`src/rtl/ascii_uart_rx_if.sv`:
```
// ascii_uart_rx_if -- result bundle of the ASCII UART receiver.
//   char_out : last accepted 7-bit character (bit 0 = D0 of the segment decoder)
//   valid    : one-cycle pulse when char_out updates
//   err      : one-cycle pulse on a rejected frame
//   busy     : high while a frame is in progress
// master = the receiver (drives), slave = the consumer (observes).
interface ascii_uart_rx_if;
  logic [6:0] char_out;
  logic       valid;
  logic       err;
  logic       busy;

  modport master (output char_out, valid, err, busy);
  modport slave  (input  char_out, valid, err, busy);
endinterface

```
`src/rtl/ascii_uart_rx.sv`:
```
// ascii_uart_rx -- 8N1 serial receiver feeding a 7-bit ASCII segment decoder.
//   clk   : single clock for all state
//   rst_n : asynchronous active-low reset
//   rx    : asynchronous serial line, idles high
//   out   : ascii_uart_rx_if.master (char_out / valid / err / busy)
// Parameter CLKS_PER_BIT (4..4095): clk cycles per serial bit.
// Optional feature: define ASCII_UART_RX_PARITY_EN to insert an even-parity
// bit between the data bits and the stop bit (8E1 framing).
module ascii_uart_rx #(
  parameter int CLKS_PER_BIT = 104
) (
  input  logic            clk,
  input  logic            rst_n,
  input  logic            rx,
  ascii_uart_rx_if.master out
);

  localparam logic [2:0] S_IDLE   = 3'd0;
  localparam logic [2:0] S_START  = 3'd1;
  localparam logic [2:0] S_DATA   = 3'd2;
  localparam logic [2:0] S_PARITY = 3'd3;
  localparam logic [2:0] S_STOP   = 3'd4;
  localparam logic [2:0] S_DONE   = 3'd5;

  // Start detection waits half a bit so every later sample lands mid-bit.
  localparam logic [11:0] HALF_RELOAD = 12'(CLKS_PER_BIT / 2 - 1);
  localparam logic [11:0] FULL_RELOAD = 12'(CLKS_PER_BIT - 1);

  logic [1:0]  sync_q;
  logic        rx_s;
  logic [2:0]  state;
  logic [11:0] cnt;
  logic [2:0]  bit_idx;
  logic [7:0]  shreg;
  logic [6:0]  char_q;
  logic        valid_q;
  logic        err_q;
  logic        cnt_zero;
  logic        frame_ok;
`ifdef ASCII_UART_RX_PARITY_EN
  logic        par_bad;
`endif

  // Synchronizer resets to the idle level so reset release never looks
  // like a start edge.
  always_ff @(posedge clk or negedge rst_n) begin
    if (!rst_n) sync_q <= 2'b11;
    else        sync_q <= {sync_q[0], rx};
  end

  assign rx_s     = sync_q[1];
  assign cnt_zero = (cnt == 12'd0);

`ifdef ASCII_UART_RX_PARITY_EN
  assign frame_ok = rx_s && !par_bad;
`else
  assign frame_ok = rx_s;
`endif

  always_ff @(posedge clk or negedge rst_n) begin
    if (!rst_n) begin
      state   <= S_IDLE;
      cnt     <= 12'd0;
      bit_idx <= 3'd0;
      shreg   <= 8'h00;
      char_q  <= 7'h00;
      valid_q <= 1'b0;
      err_q   <= 1'b0;
`ifdef ASCII_UART_RX_PARITY_EN
      par_bad <= 1'b0;
`endif
    end else begin
      // Result strobes are single-cycle; they are only set on STOP -> DONE.
      valid_q <= 1'b0;
      err_q   <= 1'b0;
      case (state)
        S_IDLE: begin
          if (!rx_s) begin
            cnt     <= HALF_RELOAD;
            bit_idx <= 3'd0;
            state   <= S_START;
`ifdef ASCII_UART_RX_PARITY_EN
            par_bad <= 1'b0;
`endif
          end
        end

        S_START: begin
          if (!cnt_zero) begin
            cnt <= cnt - 12'd1;
          end else if (!rx_s) begin
            cnt   <= FULL_RELOAD;
            state <= S_DATA;
          end else begin
            // Line back high at mid start bit: a glitch, dropped silently.
            state <= S_IDLE;
          end
        end

        S_DATA: begin
          if (!cnt_zero) begin
            cnt <= cnt - 12'd1;
          end else begin
            // LSB arrives first, so shift right and insert at the top.
            shreg   <= {rx_s, shreg[7:1]};
            cnt     <= FULL_RELOAD;
            bit_idx <= bit_idx + 3'd1;
            if (bit_idx == 3'd7) begin
`ifdef ASCII_UART_RX_PARITY_EN
              state <= S_PARITY;
`else
              state <= S_STOP;
`endif
            end
          end
        end

`ifdef ASCII_UART_RX_PARITY_EN
        S_PARITY: begin
          if (!cnt_zero) begin
            cnt <= cnt - 12'd1;
          end else begin
            // Even parity: data bits plus parity bit must XOR to zero.
            par_bad <= (^shreg) ^ rx_s;
            cnt     <= FULL_RELOAD;
            state   <= S_STOP;
          end
        end
`endif

        S_STOP: begin
          if (!cnt_zero) begin
            cnt <= cnt - 12'd1;
          end else begin
            state <= S_DONE;
            if (frame_ok) begin
              valid_q <= 1'b1;
              // Codes above 7'h7F have no glyph; show them as blank.
              char_q  <= shreg[7] ? 7'h00 : shreg[6:0];
            end else begin
              err_q   <= 1'b1;
            end
          end
        end

        S_DONE: begin
          // One-cycle hold so the next start edge is only seen from IDLE.
          state <= S_IDLE;
        end

        default: begin
          state <= S_IDLE;
        end
      endcase
    end
  end

  assign out.char_out = char_q;
  assign out.valid    = valid_q;
  assign out.err      = err_q;
  assign out.busy     = (state != S_IDLE);

endmodule

```
`src/flat_wrapper.sv`:
```
// flat-port wrapper written by rule: the top's interface ports become plain ports
module ascii_uart_rx_flat 
#(
  parameter int CLKS_PER_BIT = 104
)
  (clk, rst_n, rx, out_char_out, out_valid, out_err, out_busy);
  ascii_uart_rx_if out_i ();
  input  logic clk;
  input  logic rst_n;
  input  logic rx;
  output wire logic [$bits(out_i.char_out)-1:0] out_char_out;
  output wire logic [$bits(out_i.valid)-1:0] out_valid;
  output wire logic [$bits(out_i.err)-1:0] out_err;
  output wire logic [$bits(out_i.busy)-1:0] out_busy;
  assign out_char_out = out_i.char_out;
  assign out_valid = out_i.valid;
  assign out_err = out_i.err;
  assign out_busy = out_i.busy;
  ascii_uart_rx #(.CLKS_PER_BIT(CLKS_PER_BIT)) u_core (.clk(clk), .rst_n(rst_n), .rx(rx), .out(out_i));
endmodule
```
`config.mk`:
```
export PLATFORM = sky130hd
export DESIGN_NAME = ascii_uart_rx_flat
export DESIGN_NICKNAME = d
export VERILOG_FILES = /design/src/rtl/ascii_uart_rx_if.sv /design/src/rtl/ascii_uart_rx.sv /design/src/flat_wrapper.sv
export SDC_FILE = /design/constraint.sdc
export NUM_CORES = 1
export LEC_CHECK = 0
export BUFFER_PORTS_ARGS = -buffer_cell sky130_fd_sc_hd__buf_2
export CORE_UTILIZATION = 35
export CTS_CLUSTER_SIZE = 30
export DETAILED_ROUTE_END_ITERATION = 8
export GPL_ROUTABILITY_DRIVEN = 0
export PLACE_DENSITY = 0.53
export SKIP_CTS_REPAIR_TIMING = 1
export SYNTH_ARGS = -nofsm -noshare
export SYNTH_HDL_FRONTEND = slang
export SYNTH_SLANG_ARGS = --single-unit
```
`constraint.sdc`:
```
create_clock -name clk -period 2.05 [get_ports clk]
set_clock_uncertainty 0.05 [all_clocks]
set_input_delay 0.3075 -clock clk [delete_from_list [all_inputs] [get_ports clk]]
set_output_delay 0.3075 -clock clk [all_outputs]
set_load 0.05 [all_outputs]
```
## After elaboration in Yosys (flattened, before gate mapping)

Index checks and enable logic that the tools add are counted.

| word-level totals | value |
|---|---|
| register bits after elaboration | 37 |
| input port bits | 3 |

| operators by class | value |
|---|---|
| add/subtract/negate cells | 2 |
| equal/unequal tests | 11 |
| muxes and demuxes | 23 |
| reductions and logical operators | 10 |

Operators by type and width:

| operator | count |
|---|---|
| 12-bit two-way mux | 5 |
| 12-bit case mux with 4 select lines | 1 |
| 3-bit two-way mux | 7 |
| 12-bit zero test | 1 |
| 3-bit case mux with 4 select lines | 1 |
| 12-bit by 1-bit subtractor with 12-bit output, second input constant | 1 |
| 2-bit by 1-bit != test with 1-bit output, second input constant | 4 |
| 7-bit two-way mux | 1 |
| 3-bit equality test, second input constant | 2 |
| 1-bit two-way mux | 6 |
| 3-bit case mux with 2 select lines | 1 |
| 3-bit AND reduction | 2 |
| 5-bit AND reduction | 1 |
| 2-bit != test, second input constant | 2 |
| 4-bit AND reduction | 1 |
| 4-bit nonzero test | 1 |
| 3-bit by 1-bit adder with 3-bit output, second input constant | 1 |
| 3-bit by 1-bit equality test with 1-bit output, second input constant | 1 |
| 3-bit by 2-bit equality test with 1-bit output, second input constant | 1 |
| 3-bit zero test | 1 |
| 3-bit != test, second input constant | 1 |
| 3-bit nonzero test | 1 |
| 2-bit two-way mux | 1 |
| 2-bit AND reduction | 1 |
| 2-bit nonzero test | 1 |

## Longest topological paths before layout

Gate-level depths: netlist of run 1.

| logic depth | value |
|---|---|
| depth after elaboration | 4 |
| depth in mapped cells | 8 |
| mapped depth without buffers | 7 |

## Worst setup path before layout of run 1

No wires, ideal clock.

| timing path | value |
|---|---|
| kind | flip-flop to flip-flop |
| start point | register u_core.cnt[0] |
| end point | register u_core.shreg[0] |
| data arrival time | 1,793 ps |
| path slack | 82 ps |
| cell stages (with the launch flop) | 8 |
| clock period less this slack | 1,968 ps |
| cells stage by stage | dfrtp_1 > inv_1 > ha_1 > nor4b_2 > nand2_2 > or3_4 > buf_6 > mux2_4 |

| on the way | value |
|---|---|
| cells in the longest elaborated chain, start to end | 2 |

Ends and longest elaborated chain:

| what | line | text |
|---|---|---|
| from (decl) | ascii_uart_rx.sv:32 | `logic [11:0] cnt;` |
| from (signal assigned) | ascii_uart_rx.sv:90 | `cnt <= cnt - 12'd1;` |
| from (signal assigned) | ascii_uart_rx.sv:102 | `cnt <= cnt - 12'd1;` |
| from (signal assigned) | ascii_uart_rx.sv:133 | `cnt <= cnt - 12'd1;` |
| 12-bit zero test | ascii_uart_rx.sv:52 | `assign cnt_zero = (cnt == 12'd0);` |
| 2-bit AND reduction (no line) | -- |  |
| to (signal assigned) | ascii_uart_rx.sv:105 | `shreg <= {rx_s, shreg[7:1]};` |
| to (decl) | ascii_uart_rx.sv:34 | `logic [7:0] shreg;` |

Every way passes these cells.
A chain may end at the register's enable or synchronous reset.

## Final worst setup path of run 1

| timing path | value |
|---|---|
| start point | register u_core.cnt[1] |
| end point | register u_core.cnt[11] |

| on the way | value |
|---|---|
| cells in the longest elaborated chain, start to end | 3 |

Ends and longest elaborated chain:

| what | line | text |
|---|---|---|
| 12-bit by 1-bit subtractor with 12-bit output / 12-bit zero test (equally long branches) | -- |  |
| 12-bit two-way mux (tied with other cells) | ascii_uart_rx.sv:132 | `if (!cnt_zero) begin` |
| 12-bit case mux with 4 select lines / 4-bit AND reduction (equally long branches) | -- |  |

Several ways; a longest one is shown, not always the timed one. The select of a mux whose other input is x is not followed.

==> results of run 1 <==
-- state kept, by name, summed over array words and instances (netlist names) --
name                 flops
u_core.cnt              12
u_core.sync_q            2
u_core.state             3
u_core.bit_idx           3
u_core.out.valid         1
u_core.out.char_out      7
u_core.shreg             8
u_core.out.err           1
-- per-layer routing --
metal	routed length, um	GRT usage, %	share of wire, %	vias to the layer above
met5	0	0	0	-
met4	73	6.42	1.7	0
met3	182	4.40	4.2	12
met2	2110	23.6	49	38
met1	1970	19.8	45	745
li1	-	-	-	717
-- layout by cell type (no fill, tap or decap), drive strengths merged, types with 2 or more instances in the layout --
| cell | instances |
|---|---|
| o31ai | 3 |
| a21boi | 2 |
| nor4b | 2 |
| a22o | 5 |
| clkbuf | 5 |
| or3 | 5 |
| o21a | 2 |
| inv | 4 |
| dfstp | 2 |
| a21o | 3 |
| o21ai | 9 |
| nand4 | 5 |
| nor4 | 3 |
| nor3 | 8 |
| a31oi | 2 |
| nand3 | 2 |
| xor2 | 4 |
| nand2b | 12 |
| xnor2 | 4 |
| a21oi | 7 |
| dfrtp | 35 |
| nand2 | 12 |
| a221oi | 2 |
| ha | 4 |
| nor2 | 19 |
| or4b | 2 |
| mux2 | 9 |
| buf | 28 |
-- power breakdown --
| part | switching [mW] | total [mW] | internal, mW |
|---|---|---|---|
| Sequential | 0.00266 | 0.736 | 0.733 |
| Combinational | 0.0187 | 0.0227 | 0.00392 |
| Clock | 0.277 | 0.519 | 0.241 |
-- logic make-up after synthesis --
kind of cell             synth area share [%]
adder cells (fa/ha/maj)                  2.52
multiplexers                             6.62
AO/OA/AOI/OAI                            14.2
XOR/XNOR                                 3.53
flip-flops                               46.8
AND/OR/NAND/NOR                          22.2
buffers and inverters                    4.16
-- worst max-delay path, stage by stage, from the launching register on --
cell      delay [ns]
dfrtp_1         0.39
inv_2           0.08
ha_4            0.13
or4b_4          0.49
a211o_1         0.35
and4bb_1        0.23
xnor2_1         0.17
nor2_1          0.06
-- area by class of cell --
cell class                      instances  share of cell area (%)
Clock buffer                            5                    2.93
Clock inverter                          3                   0.905
Inverter                                3                   0.479
Multi-Input combinational cell        136                    44.5
Sequential cell                        37                    39.5
Tap cell                               72                    3.83
Timing Repair Buffer                   28                    7.83
-- worst paths after layout --
check / depth (start not counted) / slack [ns] / to / start
worst max-delay path: 7 / -0.005 / u_core.cnt[11] / u_core.cnt[1]
worst min-delay path: 1 / 0.05 / u_core.sync_q[0] / rx
worst max register to register: 7 / -0.005 / u_core.cnt[11] / u_core.cnt[1]
worst min register to register: 0 / 0.31 / u_core.sync_q[1] / u_core.sync_q[0]
max in group asynchronous: 1 / 1.36 / u_core.cnt[1] / rst_n
min in group asynchronous: 1 / 0.06 / u_core.out.char_out[3] / rst_n
==> flow_metrics.tcl, run 1 <==
set metrics [dict create \
    outcome "finished, violations left" \
    violations "negative setup slack" \
    synthTopCellsByCount "35 x dfrtp_1, 19 x nor2_1, 12 x nand2b_1, 11 x nand2_1, 8 x mux2_4" \
    die_w_um 77.3 \
    worst-setup-path-type "reg2reg" \
    power_mw 1.28 \
    layoutNonFillerInstCount 284 \
    syn_avg_cell_area_um2 10.7 \
    clk_pin_slew_ns 0.08 \
    synth.top_cell.area_share_pct 44.1 \
    grt_pass1_wl_um 7090 \
    clock_latency_ns 0.29 \
    drc 0 \
    hold_class "in2reg" \
    drtAntennaViolNets 0 \
    drtIter0Drc 87 \
    rsz0062_at_grt "yes" \
    relSlewSlack_pct 44.7 \
    hold_ws_ns 0.0549 \
    multi_input_area_mm2 0.00105 \
    wl_per_cell_um 15.2 \
    synth_area_leader_cell "dfrtp_1" \
    tightestPinTransition_ns 0.830 \
    dieArea_mm2 0.00598 \
    seqCellArea_um2 928 \
    cts_tree "yes" \
    clockRootBuffer "clkbuf_8" \
    setup_viol 1 \
    numCtsBuffers 5 \
    ir_drop_mv 0.227 \
    hold_viol 0 \
    critical_path_required_ns 2.19 \
    yosys_warnings 0 \
    grt_max_degree 38 \
    cp_data_arrival_time_ns 2.19 \
    overflow 0 \
    fin_ws_ns -0.00542 \
    ys_ff_latch 37 \
    yosysMostFrequentCell "dfrtp_1" \
    area.growth.synth_to_final_pct 18.3 \
    cp-end-kind "flop" \
    layout_min_cycle_time_ns 2.06 \
    ios 13 \
    post-route-util_pct 42.9 \
    n_fill_cell 540 \
    syn_nets 193 \
    dp_cells 272 \
    place_ws_ns -0.0425 \
    num_antenna_cells 0 \
    grt_pass1_vias 1431 \
    dr.pass1.iters 5 \
    p_leak_nw 1.10 \
    drv_cap 0 \
    wl_um 4330 \
    p_per_area_mw_per_mm2 543 \
    io_buffers 12 \
    layout-drive-gt1-share_pct 31.1 \
    fin_crit_sh_pct 100 \
    tns_ns -0.00542 \
    avgViaCountPerCell 5.32 \
    core_area_mm2 0.00547 \
    ys_seq_area_share_pct 46.8 \
    yosysUniqueCellTypes 49 \
    die_h_um 77.3 \
    synthCells 186 \
    async_flop_share_pct 100 \
    synth_top_flop_cell "dfrtp_1" \
    max-clock-path-buffers 2 \
    finalInstanceArea_mm2 0.00235 \
    start_util_pct 36.3 \
    num_rows 27 \
    fin_nets 218 \
    startpoint_type "flop" \
    cts_sinks 37 \
    hpwlAfterDp_um 2920 \
    synth.area.top_cells "dfrtp_1 44%, mux2_4 6.0%, nand2b_1 3.8%, nor2_1 3.6%, dfstp_2 2.6%" \
    antenna_found_initial 0 \
    critPathMaxFanout 5 \
    vias 1512 \
    synth_edf_count 0 \
    fmax_mhz 487 \
    grt_use_total_pct 15.3 \
    finalMaxSlewViolations 0 \
    synth_area_mm2 0.00199 \
    dpl_cell_area_mm2 0.00215 \
    h-tree-depth 2 \
]
(Power assumes the default switching activity.)
==> inputs of run 2 (changes only) <==
CORE_UTILIZATION = 59   (was 35)
PLACE_DENSITY = 0.78   (was 0.53)
clock period = 2.2 ns   (was 2.05 ns; I/O delays follow)
==> run 2 against run 1 <==
Utilization rose by 27 points. Critical path type unchanged. Non-clock buffer count decreased by 5. Sequential power shrank 6.7%. Highest routed layer unchanged. Global-route usage increased by 11 points. Cell count fell by 12%. Register-to-register slack improved by 0.08 ns. The run ends with negative hold slack left. Power decreased by 16%. Design area down 7.0%. Clock power fell by 29%. Largest power group unchanged. Maximum frequency shrank 3.3%. Via count down 0.13%.
==> flow_metrics.tcl, run 2 (same netlist as run 1, synthesis figures left out) <==
set metrics [dict create \
    critPathMaxFanout 9 \
    grt_pass1_vias 1438 \
    critical_path_required_ns 2.40 \
    num_antenna_cells 0 \
    seqPwrFrac_pct 63.9 \
    avgViaCountPerCell 6.02 \
    power_mw 1.08 \
    cp_num_cells 7 \
    wl_um 3970 \
    worstSetupStartpoint "u_core.cnt[0]" \
    regToRegStartpoint "u_core.cnt[0]" \
    p_leak_nw 1.06 \
    clock_latency_ns 0.36 \
    layout-drive-gt1-share_pct 25.1 \
    clkPwrFrac_pct 34.4 \
    cpMaxStageDelayCell "or4b_1" \
    max-clock-path-buffers 2 \
    rsz0062_at_grt "yes" \
    largest_register_ffs 12 \
    grt_use_total_pct 25.8 \
    start_util_pct 63.5 \
    cts_sinks 37 \
    overflow 0 \
    clockRootBuffer "clkbuf_4" \
    drv_cap 0 \
    outcome "finished, violations left" \
    ios 13 \
    dieArea_mm2 0.00360 \
    violations "negative hold slack" \
    layoutNonFillerInstCount 251 \
    num_rows 20 \
    tightestPinTransition_ns 0.786 \
    p_per_area_mw_per_mm2 492 \
    cp-end-kind "flop" \
    die_h_um 60.0 \
    layout_commonest_cell "dfrtp_1" \
    startpoint_type "flop" \
    crit_family "simple AND/OR/NAND/NOR gates" \
    numCtsBuffers 5 \
    cp_data_arrival_time_ns 2.33 \
    drc 0 \
    layout_min_cycle_time_ns 2.12 \
    tns_ns 0 \
    io_buffers 12 \
    hpwlAfterDp_um 2810 \
    vias 1510 \
    fin_crit_sh_pct 96.6 \
    place_ws_ns 0.102 \
    ir_drop_mv 0.338 \
    hold_viol 27 \
    largest-register "u_core.cnt" \
    finalMaxSlewViolations 0 \
    clk_pin_slew_ns 0.12 \
    internal_power_mw 0.813 \
    sw_frac_of_total_pct 24.4 \
    drtAntennaViolNets 0 \
    worst-setup-path-type "reg2reg" \
    dr.pass1.iters 4 \
    wl_per_cell_um 15.8 \
    n_fill_cell 240 \
    die_w_um 60.0 \
    fmax_mhz 471 \
    fin_nets 213 \
    grt_max_degree 38 \
    relSlewSlack_pct 47.6 \
    final_cell_mix "35 x dfrtp_1, 19 x nor2_1, 12 x nand2b_1, 12 x buf_2, 11 x nand2_1" \
    rr_worst_depth 7 \
    power_frac_comb_pct 1.8 \
    r2r_end "u_core.cnt[6]" \
    setup.worst_path.end "u_core.cnt[6]" \
    core_area_mm2 0.00313 \
    path_cells "inv_1 -> ha_1 -> or4b_1 -> nor3_4 -> buf_4 -> a21boi_4 -> a32o_1" \
    critPathBufInv 2 \
    cts_tree "yes" \
    r2r_slack_ns 0.08 \
    hold_ws_ns -0.0247 \
    h-tree-depth 2 \
    area.growth.synth_to_final_pct 10.0 \
    fin_ws_ns 0.0753 \
    dp_cells 242 \
    power.switching_mw 0.262 \
    drtIter0Drc 91 \
    setup_viol 0 \
    slowest_delay_ns 0.51 \
    grt_pass1_wl_um 6520 \
    hold_class "in2async" \
    antenna_found_initial 0 \
]
-- run 2: cell types whose count changed in the layout (fill, tap and decap cells not counted), moves of 2 or more --
cell,change
clkbuf_8,-5
or4b_1,+2
clkbuf_4,+5
buf_4,-5
or4b_4,-2
nor3_1,+3
nor3_2,-3
inv_1,+2
inv_2,-2
-- run 2: worst min path at each step --
stage | from | to | cells after the start
final | rst_n | u_core.out.char_out[2] | 1
after global routing | rst_n | u_core.out.char_out[2] | 1
after CTS | rx | u_core.sync_q[0] | 1
after detailed placement | u_core.sync_q[0] | u_core.sync_q[1] | 0
after global placement | u_core.sync_q[0] | u_core.sync_q[1] | 0
after floorplan | rst_n | u_core.bit_idx[0] | 0
-- run 2: stage by stage --
step | utilization, % | area (um2)
floorplan | - | 1990
global placement | 67.3 | 2100
detailed placement | 67.3 | 2100
CTS | 69.2 | 2160
global route | 69.8 | 2180
finish | 69.8 | 2180
-- run 2: per-layer routing --
| layer | up-vias | global-route usage, % | wire length, um |
|---|---|---|---|
| met2 | 57 | 39.5 | 1910 |
| li1 | 716 | - | - |
| met3 | 13 | 7.36 | 228 |
| met5 | - | 0 | 0 |
| met4 | 0 | 15.6 | 99 |
| met1 | 724 | 32.2 | 1730 |
-- run 2: layout make-up --
cell class / count / area, um2 / share of cell area (%)
clock buffer: 5 / 37.5 / 1.72
clock inverter: 3 / 21.3 / 0.974
inverter: 3 / 11.3 / 0.515
multi-input combinational: 136 / 986 / 45.1
sequential: 37 / 928 / 42.5
tap: 44 / 55.1 / 2.52
timing repair buffer: 23 / 145 / 6.64
-- run 2: power by group through the flow --
stage	Combinational (mW)	Sequential, mW	Clock (mW)
after floorplan	0.00578	0.697	0
after global placement	0.0182	0.699	0
after detailed placement	0.0189	0.699	0
after CTS	0.0188	0.686	0.380
after global routing	0.0229	0.687	0.413
final	0.0192	0.687	0.369
==> inputs of run 3 (changes only) <==
CORE_ASPECT_RATIO = 1.25   (was not set)
CORE_MARGIN = 1.5   (was not set)
GPL_ROUTABILITY_DRIVEN = not set   (was 0)
==> run 3 against run 2 <==
The run now ends clean. Via count down 1.7%. Power up 7.7%. Combinational power fell by 7%. Wire length shrank 2.4%. Register-to-register slack improved by 0.03 ns. Maximum frequency up 1.3%. Hold slack better by 0.088 ns. Die area grew 3.4%. Sequential share of layout area is 0.12 points higher. Cell count is 4.0% lower. Sequential power hardly changed. Clock power up 23%. Critical endpoint unchanged. Highest routed layer unchanged.
==> flow_metrics.tcl, run 3 (same netlist as run 1, synthesis figures left out) <==
set metrics [dict create \
    startpoint_type "flop" \
    drv_cap 0 \
    r2r_slack_ns 0.10 \
    num_antenna_cells 0 \
    layout_commonest_cell "dfrtp_1" \
    post-route-util_pct 67.6 \
    finalInstanceArea_mm2 0.00218 \
    core_area_mm2 0.00322 \
    hold_viol 0 \
    numCtsBuffers 5 \
    wl_um 3880 \
    avgViaCountPerCell 6.16 \
    hold_class "in2async" \
    h-tree-depth 2 \
    relSlewSlack_pct 48.9 \
    tightestPinTransition_ns 0.766 \
    io_buffers 12 \
    ir_drop_mv 0.423 \
    multi_input_area_um2 990 \
    overflow 0 \
    die_h_um 67.9 \
    fmax_mhz 477 \
    setup_viol 0 \
    layout-drive-gt1-share_pct 24.5 \
    tns_ns 0 \
    p_leak_nw 1.06 \
    path_cells "inv_1 -> ha_1 -> or4b_4 -> nor3_4 -> buf_4 -> a21boi_4 -> a32o_1" \
    cts_tree "yes" \
    largest-register "u_core.cnt" \
    ios 13 \
    dpl_cell_area_mm2 0.00208 \
    cts_sinks 37 \
    dp_cells 233 \
    grt_use_total_pct 24.6 \
    outcome "finished, final reports clean" \
    antenna_found_initial 0 \
    n_fill_cell 247 \
    critical_path_required_ns 2.33 \
    cpMaxStageDelayCell "or4b_4" \
    critPathMaxFanout 9 \
    clk_pin_slew_ns 0.07 \
    cp-end-kind "flop" \
    fin_nets 210 \
    max-clock-path-buffers 2 \
    largest_register_ffs 12 \
    p_per_area_mw_per_mm2 532 \
    vias 1485 \
    dr.pass1.iters 4 \
    final_cell_mix "35 x dfrtp_1, 19 x nor2_1, 12 x nand2b_1, 12 x buf_2, 11 x nand2_1" \
    area.growth.synth_to_final_pct 9.70 \
    drtAntennaViolNets 0 \
    clock_latency_ns 0.29 \
    fin_crit_sh_pct 95.4 \
    layout_min_cycle_time_ns 2.10 \
    seqCellArea_um2 928 \
    dieArea_mm2 0.00372 \
    power_mw 1.16 \
    worst-setup-path-type "reg2reg" \
    clockRootBuffer "clkbuf_8" \
    wl_per_cell_um 16.1 \
    drc 0 \
    finalMaxSlewViolations 0 \
    layoutNonFillerInstCount 241 \
    grt_max_degree 38 \
    hpwlAfterDp_um 2770 \
    grt_pass1_vias 1459 \
    drtIter0Drc 55 \
    start_util_pct 61.6 \
    die_w_um 54.9 \
    place_congestion 0.866 \
    num_rows 23 \
    cp_data_arrival_time_ns 2.23 \
    grt_pass1_wl_um 6510 \
    slowest_delay_ns 0.49 \
]
## run 3: changes by cell type in the layout (fill, tap and decap cells not counted), sizes merged
cell,before,now
clkinv,1,2
dlygate4sd3,1,0
clkbuf,5,6
clkinvlp,1,0
buf,22,20
inv,4,3
## run 3: layer usage
layer  vias to the layer above  part of all wire [%]  track usage [%]
li1                        699                     -                -
met1                       725                    41             28.3
met2                        53                    53             42.0
met3                         8                   4.0             4.80
met4                         0                   1.9             13.1
met5                         -                     0                0
## run 3: final timing paths
check	start	end	cells after the start
min in group clk	rx	u_core.sync_q[0]	1
max in group asynchronous	rst_n	u_core.out.char_out[4]	1
setup reg to reg	u_core.cnt[0]	u_core.cnt[6]	7
setup / recovery	u_core.cnt[0]	u_core.cnt[6]	7
hold / removal	rst_n	u_core.out.char_out[0]	1
hold reg to reg	u_core.sync_q[0]	u_core.sync_q[1]	0
## run 3: stage by stage
step	setup slack [ns]	hold slack (ns)
after floorplan	0.232	-0.0156
after global placement	0.162	0.298
after detailed placement	0.0627	0.303
after CTS	0.0499	0.0803
after global routing	-0.0114	0.0731
final	0.102	0.0632
## run 3: cell type report
| class | instances | share of cell area [%] |
|---|---|---|
| Sequential cell | 37 | 42.6 |
| Tap cell | 37 | 2.13 |
| Timing Repair Buffer | 20 | 5.51 |
| Multi-Input combinational cell | 136 | 45.4 |
| Inverter | 3 | 0.517 |
| Clock buffer | 6 | 3.33 |
| Clock inverter | 2 | 0.460 |
## run 3: critical path: cells and delay by family (launching register included)
| family | cells | cell delay, ns |
|---|---|---|
| and+or+nand+nor | 2 | 0.72 |
| DFF | 1 | 0.41 |
| AOI/OAI and AO/OA | 2 | 0.34 |
| buffers and inverters | 2 | 0.30 |
| adders and majority gates | 1 | 0.16 |
## run 3: report_power, final
group	switching (mW)	internal [mW]	total [mW]	leakage, nW
Combinational	0.0153	0.00246	0.0178	0.522
Sequential	0.00335	0.683	0.687	0.495
Clock	0.234	0.219	0.454	0.0450
Total	0.253	0.905	1.16	1.06
